**config.mk**
```make
export PLATFORM = sky130hd
export DESIGN_NAME = tm_step_sequencer
export DESIGN_NICKNAME = d
export VERILOG_FILES = /design/src/rtl/tm_step_sequencer.sv
export SDC_FILE = /design/constraint.sdc
export NUM_CORES = 1
export LEC_CHECK = 0
export CORE_MARGIN = 2
export CORE_UTILIZATION = 40
export CTS_CLUSTER_SIZE = 40
export DETAILED_ROUTE_END_ITERATION = 8
export PLACE_DENSITY = 0.7
export RECOVER_POWER = 100
export SETUP_SLACK_MARGIN = 0.15
export SLEW_MARGIN = 20
export SYNTH_ARGS = -nofsm -noshare
export SYNTH_HDL_FRONTEND = slang
export SYNTH_SLANG_ARGS = --single-unit
```
**constraint.sdc**
```tcl
create_clock -name clock -period 5.6 [get_ports clock]
set_input_delay 1.12 -clock clock [delete_from_list [all_inputs] [get_ports clock]]
set_output_delay 1.12 -clock clock [all_outputs]
set_load 0.05 [all_outputs]
```
**src/rtl/tm_step_sequencer.sv**
```systemverilog
// tm_step_sequencer: paces the Turing machine Next handshake for single-step, N-step and free-run operation
module tm_step_sequencer #(
  parameter int SW = 4,
  parameter int CW = 16,
  parameter logic [SW-1:0] ST_READ_DATA = 4'd10,
  parameter logic [SW-1:0] ST_READ_DIR = 4'd12,
  parameter logic [SW-1:0] ST_STOP = 4'd14,
  parameter int TIMEOUT = 255
) (
  input  logic clock,
  input  logic reset,
  input  logic run,
  input  logic step,
  input  logic halt_req,
  input  logic clear,
  input  logic [CW-1:0] step_limit,
  input  logic [SW-1:0] tm_state,
  input  logic compute_done,
  output logic next_out,
  output logic busy,
  output logic done,
  output logic [CW-1:0] step_count,
  output logic limit_hit,
  output logic timeout_err,
  output logic [2:0] seq_state
);
  typedef enum logic [2:0] {
    S_IDLE = 3'd0, S_ARM = 3'd1, S_ASSERT = 3'd2, S_RELEASE = 3'd3, S_DONE = 3'd4, S_ERR = 3'd5
  } state_t;
  localparam int WW = $clog2(TIMEOUT + 1);
  state_t state, state_n;
  logic cont, cont_n, lim_n, go_run;
  logic [CW-1:0] cnt_n, cnt_inc;
  logic [WW-1:0] wd;
  assign seq_state = state;
  // next state plus step counter and limit flag updates; watchdog expiry overrides everything
  always_comb begin
    state_n = state;
    cont_n = cont;
    cnt_n = step_count;
    lim_n = limit_hit;
    go_run = run && !halt_req && !limit_hit;
    cnt_inc = &step_count ? step_count : step_count + 1'b1;
    case (state)
      S_IDLE: begin
        if (clear) begin
          cnt_n = '0;
          lim_n = 1'b0;
        end
        if (compute_done || tm_state == ST_STOP) state_n = S_DONE;
        else if (go_run || step) begin
          state_n = S_ARM;
          cont_n = go_run;
        end
      end
      S_ARM: state_n = compute_done ? S_DONE : tm_state == ST_READ_DATA ? S_ASSERT : S_ARM;
      S_ASSERT: state_n = tm_state == ST_READ_DIR ? S_RELEASE : S_ASSERT;
      S_RELEASE: begin
        if (tm_state != ST_READ_DIR) begin
          cnt_n = cnt_inc;
          if (compute_done) state_n = S_DONE;
          else if (step_limit != '0 && cnt_inc == step_limit) begin
            lim_n = 1'b1;
            state_n = S_IDLE;
          end else state_n = (!cont || halt_req || !run) ? S_IDLE : S_ARM;
        end
      end
      default: state_n = state;
    endcase
    if (busy && wd == WW'(TIMEOUT - 1)) begin
      state_n = S_ERR;
      cnt_n = step_count;
      lim_n = limit_hit;
    end
  end
  // state, counters and registered outputs decoded from the upcoming state
  always_ff @(posedge clock) begin
    if (reset) begin
      state <= S_IDLE;
      cont <= 1'b0;
      step_count <= '0;
      limit_hit <= 1'b0;
      wd <= '0;
      next_out <= 1'b0;
      busy <= 1'b0;
      done <= 1'b0;
      timeout_err <= 1'b0;
    end else begin
      state <= state_n;
      cont <= cont_n;
      step_count <= cnt_n;
      limit_hit <= lim_n;
      wd <= (state_n == S_ARM && state != S_ARM) ? '0 : busy ? wd + 1'b1 : wd;
      next_out <= state_n == S_ASSERT;
      busy <= state_n inside {S_ARM, S_ASSERT, S_RELEASE};
      done <= state_n == S_DONE;
      timeout_err <= state_n == S_ERR;
    end
  end
endmodule
```
After elaboration in Yosys (flattened, before gate mapping)
Index checks and enable logic that the tools add are counted.
{"block": "totals", "output_inout_bits": 24, "reg_bits": 33, "inputBits": 27, "word_cells": 74}
{"block": "op_classes", "n_eq_ne": 19, "muxes": 20, "n_reduce_logical": 22, "n_bitwise": 2, "n_addsub": 2}
{"op": "16-bit 2-to-1 mux", "n": 3}
{"op": "16-bit one-hot mux with 2 select lines", "n": 1}
{"op": "3-bit 2-to-1 mux", "n": 6}
{"op": "16-bit by 1-bit adder with 16-bit output (second input constant)", "n": 1}
{"op": "16-bit equality test", "n": 1}
{"op": "16-bit AND reduction", "n": 1}
{"op": "16-bit nonzero test", "n": 1}
{"op": "3-bit by 2-bit equality test with 1-bit output (second input constant)", "n": 4}
{"op": "4-bit equality test (second input constant)", "n": 3}
{"op": "3-bit one-hot mux with 4 select lines", "n": 1}
{"op": "8-bit by 1-bit adder with 8-bit output (second input constant)", "n": 1}
{"op": "8-bit equality test (second input constant)", "n": 1}
{"op": "2-bit != test (second input constant)", "n": 4}
{"op": "1-bit 2-to-1 mux", "n": 7}
{"op": "3-bit by 1-bit equality test with 1-bit output (second input constant)", "n": 2}
{"op": "3-bit equality test (second input constant)", "n": 2}
{"op": "6-bit AND reduction", "n": 1}
{"op": "1-bit logical AND", "n": 5}
{"op": "1-bit logical NOT", "n": 4}
{"op": "1-bit logical OR", "n": 4}
{"op": "4-bit != test (second input constant)", "n": 1}
{"op": "4-bit AND reduction", "n": 1}
{"op": "3-bit logical NOT", "n": 1}
{"op": "3-bit by 1-bit != test with 1-bit output (second input constant)", "n": 1}
{"op": "other kinds (7)", "n": 8}

Longest topological paths before layout
Gate-level depths: netlist of run 1.
{"block": "depth", "depth_word": 12, "mapped_depth": 10, "ltp_nobuf": 9}

Worst setup path after synthesis of run 1
No wires, ideal clock.
{"block": "synth_timing", "path_kind": "register -> register", "from": "register step_count[1]", "to": "register wd[1]", "setup_ps": 100, "synth_period_minus_slack_ps": 3031, "n_path_buf": 1, "t_required_ps": 5500, "stages_incl_launch_ff": 11, "arrival_time_ps": 2931, "path_slack_ps": 2569, "path_cell_list": "dfxtp_1 > ha_1 > nand3_1 > buf_2 > nor4_2 > o221ai_1 > nor4b_2 > nand4_1 > o31a_1 > o211a_4 > a2111oi_4"}
{"block": "synth_via", "elab_chain_cells": 12, "word_cells_on_any_way": 13, "cone_classes": "add/sub (1); eq/ne (2); mux (6); reduce/logical (4)"}
{"element": "start: declaration", "line_no": "22", "source": "output logic [CW-1:0] step_count,"}
{"element": "start signal: assignment", "line_no": "91", "source": "step_count <= cnt_n;"}
{"element": "16-bit by 1-bit adder with 16-bit output / 16-bit AND reduction (equally long branches)", "line_no": "43", "source": "cnt_inc = &step_count ? step_count : step_count + 1'b1;"}
{"element": "16-bit 2-to-1 mux (*)", "line_no": "43"}
{"element": "16-bit equality test (*)", "line_no": "62", "source": "else if (step_limit != '0 && cnt_inc == step_limit) begin"}
{"element": "1-bit logical AND (*)", "line_no": "62"}
{"element": "1-bit 2-to-1 mux (*)", "line_no": "62"}
{"element": "3-bit 2-to-1 mux (*)", "line_no": "61", "source": "if (compute_done) state_n = S_DONE;"}
{"element": "3-bit 2-to-1 mux (*)", "line_no": "59", "source": "if (tm_state != ST_READ_DIR) begin"}
{"element": "3-bit one-hot mux with 4 select lines (*)", "line_no": "44", "source": "case (state)"}
{"element": "3-bit 2-to-1 mux (*)", "line_no": "70", "source": "if (busy && wd == WW'(TIMEOUT - 1)) begin"}
{"element": "3-bit by 1-bit equality test with 1-bit output (*)", "line_no": "93", "source": "wd <= (state_n == S_ARM && state != S_ARM) ? '0 : busy ? wd + 1'b1 : wd;"}
{"element": "1-bit logical AND (*)", "line_no": "93"}
{"element": "2-bit OR reduction (no source line) (*)"}
{"element": "end signal: assignment", "line_no": "93"}
{"element": "end: declaration", "line_no": "34", "source": "logic [WW-1:0] wd;"}
Mark *: on every way between the ends. The rest lies on a longest branch, timed or not.
A chain may end at the register's enable or synchronous reset.

Worst setup path after layout of run 1
{"block": "layout_timing", "from": "input tm_state[0]", "to": "register step_count[9]"}
{"block": "layout_via", "elab_chain_cells": 3}
{"element": "start: declaration", "line_no": "17", "source": "input logic [SW-1:0] tm_state,"}
{"element": "4-bit != test", "line_no": "59"}
{"element": "2-bit != test (no source line)"}
{"element": "4-bit AND reduction (no source line)"}
No other way between the ends.

==> results.md, run 1 <==
* Most frequent cells in the layout: dfxtp_1, nand2_1, clkdlybuf4s50_1, dlygate4sd3_1, nor2_1
* Synth Instances at 304
* # clock sinks at 33
* I/O pins at 51
* Post-layout min period at 4.07 ns
* CP Buf/Inv Count at 2
* DRC at 0
* Sw Pwr at 0.145 mW
* Setup bufs post-CTS at 0
* Core area at 0.00589 mm²
* Via density at 6.05
* Switching Fraction at 0.264
* CP arrival at 4.29 ns
* Finished Core Util at 0.507
* Detailed-route via count at 2542
* Total global-route track usage at 0.209
* CTS H-tree depth at 2
* CP max FO at 16
* Synth top area share at 0.274
* Worst-path clk slew at 0.08 ns
* Dominant cells by area after synthesis: dfxtp_1, xnor2_1, nand2_1
* RSZ-0062 raised after global routing: false
* CP Data Required Time at 5.82 ns
* Distinct cells, synth at 55
* GRT Residual Overflow at 0
* Static Leak at 1.03 nW
* Finished Cell Area at 0.00299 mm²
* Die Footprint at 0.00666 mm²
* DIE HEIGHT at 81.6 µm
* Number of synthesized flops with an enable pin at 0
* Non-Filler Instances at 420
* Status: complete, no violations
* Iteration count of the initial detailed-routing pass at 5
* Synth area leader: dfxtp_1
* Dpl hpwl at 4.97 mm
* Reg power frac at 0.439
* WL/cell at 16.1 µm
* Gpl congestion at 0.935
* P per Cell Area at 184 mW/mm²
* Starting DRT DRC Count at 209
* Worst VDD drop at 0.124 mV
* Largest net degree at the start of global routing at 32
* Worst-Skew Late Latency at 0.29 ns
* FMAX at 0.246 GHz
* Maximum clock path buffer count at 2
* Clock tree root driver cell: clkbuf_8
* Global-route wire length before repair at 10.8 mm
* Routed Antenna Nets at 0
* Finish-stage setup viols at 0
* Fraction of layout cells with a size suffix above 1 at 0.0464
* Initial Utilization at 0.409
* Internal power at 0.406 mW
* Cells along the critical path: dlygate4sd3_1, nand4bb_1, and3_1, a31oi_1, nor3_1, clkbuf_1, nand2_1, nor3b_1, a21oi_1, nor2_1
* Slowest Stage Delay on Critical Path at 0.90 ns
* Ant diodes at 0
* Setup Skew at 0.0109 ns
* Clock share of power at 0.421
* Combinational group share of total power at 0.140
* Worst Setup Start Kind: input pin
* Worst Setup End Kind: flop
* Placed Cells incl. Taps at 412
* Worst Hold Class: reg2reg
* Synthesized area at 0.00241 mm²
* Cell Rows at 28
* Total power at 0.551 mW
* Final Hold Viols at 0
* # port buffers at 50
* Fin nets at 374
* Yosys warns at 0
* Most common cell after layout, fill and taps aside: dfxtp_1
* Seq/Total Area, Yosys at 0.274
* Synthesized Nets at 334
* CP top delay family: simple AND/OR/NAND/NOR gates
* Final period util at 0.727
* Total CTS buffers at 5
* Slew Limit Fails at 0
* Flops & latches, synth at 33
* Detailed Route WL at 6.75 mm
* Number of global-route vias before repair at 2257
* Placed cell areas at 0.00292 mm²
* # resized after CTS at 0
* Tightest Pin Transition at 1.17 ns
* Headroom to the max-slew limit at 0.213
* Synthesized area per cell at 7.92 µm²
* Critical path class: in2reg
* Die X at 81.6 µm
* Ys flop type: dfxtp_1
* Critical path's slowest cell: nor3_1
* Antenna violations before repair at 0
* CTS tree: built
* Max cap viols at 0
* P&R area growth vs syn at 24.0%
* Synth async-reset ratio at 0
* CTS Hold Bufs at 0
* Setup tns final at 0 ns
[metal layers]
layer | track usage | up-vias | wire (µm)
met4 | 0.0900 | 0 | 193
met5 | 0 | - | 0
li1 | - | 1231 | -
met2 | 0.328 | 106 | 3040
met3 | 0.0462 | 23 | 446
met1 | 0.277 | 1182 | 3070
[final timing paths]
path | from | to | slack [ns] | depth (start not counted)
max | tm_state[0] | step_count[9] | 1.53 | 10
min | limit_hit | limit_hit | 0.47 | 2
max reg2reg | step_count[0] | wd[1] | 1.88 | 9
min reg2reg | limit_hit | limit_hit | 0.47 | 2
[cell usage after synthesis, types with 4 or more instances]
| master | instances |
|---|---|
| dfxtp_1 | 33 |
| nand2_1 | 27 |
| nor2_1 | 23 |
| a21oi_1 | 18 |
| o21ai_0 | 16 |
| nor3_1 | 15 |
| xnor2_1 | 14 |
| nand4_1 | 13 |
| a211oi_1 | 11 |
| xor2_1 | 10 |
| and3_1 | 9 |
| inv_1 | 9 |
| nand3_1 | 9 |
| buf_2 | 8 |
| nand2b_1 | 8 |
| nor4_1 | 8 |
| and4_1 | 7 |
| clkbuf_1 | 7 |
| a31oi_1 | 4 |
| a41oi_1 | 4 |
[power by group through the flow]
stage	clock network (mW)	registers [mW]	logic (mW)
2_1_floorplan	0	0.255	0.0353
3_3_place_gp	0	0.247	0.0800
3_5_place_dp	0	0.247	0.0806
4_1_cts	0.237	0.242	0.0811
5_1_grt	0.246	0.242	0.0837
6_report	0.232	0.242	0.0774
[cell families after synthesis]
family	Yosys count	synth area share
compound gates	75	0.221
xor+xnor	24	0.0873
fa+ha+maj	3	0.0156
buf+inv	29	0.0603
flops	33	0.274
mux	1	0.00416
simple gates	139	0.337
[metrics by stage]
step	hold slack [ns]	worst slack, ns
global placement	0.457	2.07
finish	0.474	1.53
detailed placement	0.465	2.06
CTS	0.478	2.30
floorplan	0.471	2.57
global route	0.505	1.22
[worst min-delay path, cell delays in order, from the launching register on]
cell,delay (ns)
dfxtp_1,0.33
inv_1,0.05
a21oi_1,0.05
[sequential cells by signal, summed over array words and instances, names as in the netlist]
name / count
seq_state: 3
limit_hit: 1
cont: 1
step_count: 16
done: 1
wd: 8
next_out: 1
timeout_err: 1
busy: 1
[area by class of cell]
cell class / count / area, µm²
inverters: 9 / 33.8
clock inverters: 3 / 46.3
fillers: 569 / 2900
well taps: 75 / 93.8
repair buffers: 53 / 519
flip-flops and latches: 33 / 661
multi-input cells: 242 / 1560
clock buffers: 5 / 68.8
No activity file was read; power rests on OpenSTA's default activity.
==> inputs of run 2 (changes only) <==
--- a/config.mk
+++ b/config.mk
@@ -9,7 +9,7 @@
 export CORE_UTILIZATION = 40
 export CTS_CLUSTER_SIZE = 40
 export DETAILED_ROUTE_END_ITERATION = 8
-export PLACE_DENSITY = 0.7
+export PLACE_DENSITY = 0.73
 export RECOVER_POWER = 100
 export SETUP_SLACK_MARGIN = 0.15
 export SLEW_MARGIN = 20
==> constraint.sdc (replaced) <==
create_clock -name clock -period 3.3 [get_ports clock]
set_input_delay 0.66 -clock clock [delete_from_list [all_inputs] [get_ports clock]]
set_output_delay 0.66 -clock clock [all_outputs]
set_load 0.05 [all_outputs]
==> results.md, run 2 (same netlist as run 1, synthesis figures left out) <==
* Most frequent cells in the layout: dfxtp_1, nand2_1, clkdlybuf4s50_1, dlygate4sd3_1, nor2_1
* Iteration count of the initial detailed-routing pass at 4 (-1)
* Worst-path clk slew at 0.08 ns (about the same)
* Dpl hpwl at 5.19 mm (+4.3%)
* Maximum clock path buffer count at 2 (unchanged)
* Initial Utilization at 0.409 (unchanged)
* Ant diodes at 0 (unchanged)
* Post-layout min period at 3.05 ns
* CTS H-tree depth at 2 (unchanged)
* Static Leak at 1.07 nW (+3.6%)
* Die Footprint at 0.00666 mm² (unchanged)
* Fill cells at 579 (+1.8%)
* FMAX at 0.328 GHz
* Final setup margin at 0.251 ns (-1.28 ns)
* Placed Cells incl. Taps at 417 (+1.2%)
* Dpl ws at 0.337 ns (-1.73 ns)
* Total global-route track usage at 0.213 (+0.00405)
* Total CTS buffers at 5 (unchanged)
* Setup bufs post-CTS at 0 (unchanged)
* Headroom to the max-slew limit at 0.586 (+0.373)
* Non-Filler Instances at 425 (+1.2%)
* CP max FO at 11 (-5)
* Core area at 0.00589 mm² (unchanged)
* Combinational group share of total power at 0.153 (+0.013)
* Fraction of layout cells with a size suffix above 1 at 0.0657 (+0.0193)
* Detailed-route via count at 2581 (+1.5%)
* Final period util at 0.924
* Clock tree root driver cell: clkbuf_8
* CP arrival at 3.24 ns (-1.05 ns)
* I/O pins at 51 (unchanged)
* Global-route wire length before repair at 11.0 mm (+1.7%)
* Switching Fraction at 0.280 (+0.0160)
* Worst Hold Class: reg2reg
* Setup tns final at 0 ns (unchanged)
* # resized after CTS at 0 (unchanged)
* DIE HEIGHT at 81.6 µm (unchanged)
* Routed Antenna Nets at 0 (unchanged)
* Setup Skew at 0.00828 ns (-0.00259 ns)
* Starting DRT DRC Count at 187 (-11%)
* Reg power frac at 0.467 (+0.028)
* Die X at 81.6 µm (unchanged)
* Worst hold margin at 0.472 ns (-0.00169 ns)
* Worst-Skew Late Latency at 0.30 ns (about the same)
* Max reg flops at 16 (unchanged)
* Critical path class: reg2reg
* Sw Pwr at 0.246 mW (+69%)
* Clock share of power at 0.380 (-0.041)
* Slew Limit Fails at 0 (unchanged)
* CTS tree: built
* P per Cell Area at 289 mW/mm² (+57%)
* # clock sinks at 33 (unchanged)
* Detailed Route WL at 7.07 mm (+4.7%)
* RSZ-0062 raised after global routing: false
* # port buffers at 50 (unchanged)
* Worst Setup Start Kind: flop
* Finish-stage setup viols at 0 (unchanged)
* Gpl congestion at 0.949 (+1.5%)
* Internal power at 0.633 mW (+56%)
* Max cap viols at 0 (unchanged)
* Tightest Pin Transition at 0.622 ns (-0.550 ns)
* CP Data Required Time at 3.49 ns (-2.33 ns)
* Worst Setup End Kind: flop
* DRC at 0 (unchanged)
* Status: complete, no violations
* Fin nets at 379 (+1.3%)
* Final Hold Viols at 0 (unchanged)
* P&R area growth vs syn at 26.3%
* Worst VDD drop at 0.205 mV (+65%)
* Cell Rows at 28 (unchanged)
* GRT Residual Overflow at 0 (unchanged)
* Antenna violations before repair at 0 (unchanged)
* CTS Hold Bufs at 0 (unchanged)
* WL/cell at 16.6 µm (+3.5%)
* Number of global-route vias before repair at 2302 (+2.0%)
* Most common cell after layout, fill and taps aside: dfxtp_1
* Largest net degree at the start of global routing at 19 (-41%)
* Register with the most flip-flops: step_count
* Via density at 6.07 (+0.34%)
## run 2: cell count changes in the layout (fill, tap and decap cells not counted)
cell	before	now
clkbuf_1	1	2
bufinv_16	1	0
nor4b_1	4	3
clkinv_2	0	1
clkbuf_8	5	6
nor4b_2	0	1
clkinvlp_4	1	0
nor4_1	9	8
a2111oi_0	1	0
nor4_4	0	1
buf_4	2	6
a2111oi_4	0	1
## run 2: area by class of cell
cell class / instances / area, µm² / share of cell area
Clock buffer: 6 / 82.6 / 0.0271
Timing Repair Buffer: 58 / 553 / 0.182
Clock inverter: 2 / 13.8 / 0.00452
Tap cell: 75 / 93.8 / 0.0309
Multi-Input combinational cell: 242 / 1600 / 0.527
Inverter: 9 / 33.8 / 0.0111
Sequential cell: 33 / 661 / 0.217
## run 2: power groups by stage
| stage | clock [mW] | sequential, mW | combinational, mW |
|---|---|---|---|
| after floorplan | 0 | 0.432 | 0.0598 |
| after global placement | 0 | 0.420 | 0.137 |
| after detailed placement | 0 | 0.420 | 0.137 |
| after CTS | 0.343 | 0.411 | 0.138 |
| after global routing | 0.357 | 0.411 | 0.144 |
| final | 0.334 | 0.410 | 0.134 |
## run 2: final timing paths
path | startpoint | endpoint | slack (ns) | cells past startpoint
hold reg to reg | limit_hit | limit_hit | 0.47 | 2
hold / removal | limit_hit | limit_hit | 0.47 | 2
setup reg to reg | step_count[8] | wd[1] | 0.25 | 8
setup / recovery | step_count[8] | wd[1] | 0.25 | 8
## run 2: worst max-delay path, cell delays in order (launching register included)
cell	delay, ns
dfxtp_1	0.57
and4_1	0.41
nand2_1	0.25
o211a_1	0.29
a211oi_1	0.32
nand4_1	0.18
o31a_1	0.30
o211a_1	0.33
a2111oi_4	0.29
## run 2: per-stage QoR
stage          area [µm²]  utilization  power, mW
6_report             3040        0.517      0.879
5_1_grt              3040        0.517      0.912
4_1_cts              3050        0.519      0.892
3_5_place_dp         2960        0.502      0.557
3_3_place_gp         2960        0.502      0.556
2_1_floorplan        2410            -      0.492
## run 2: per-layer routing
metal  GRT usage  up-vias  part of all wire
met3      0.0538       14             0.073
li1            -     1239                 -
met2       0.348      119              0.47
met4      0.0767        0             0.020
met5           0        -                 0
met1       0.273     1209              0.44
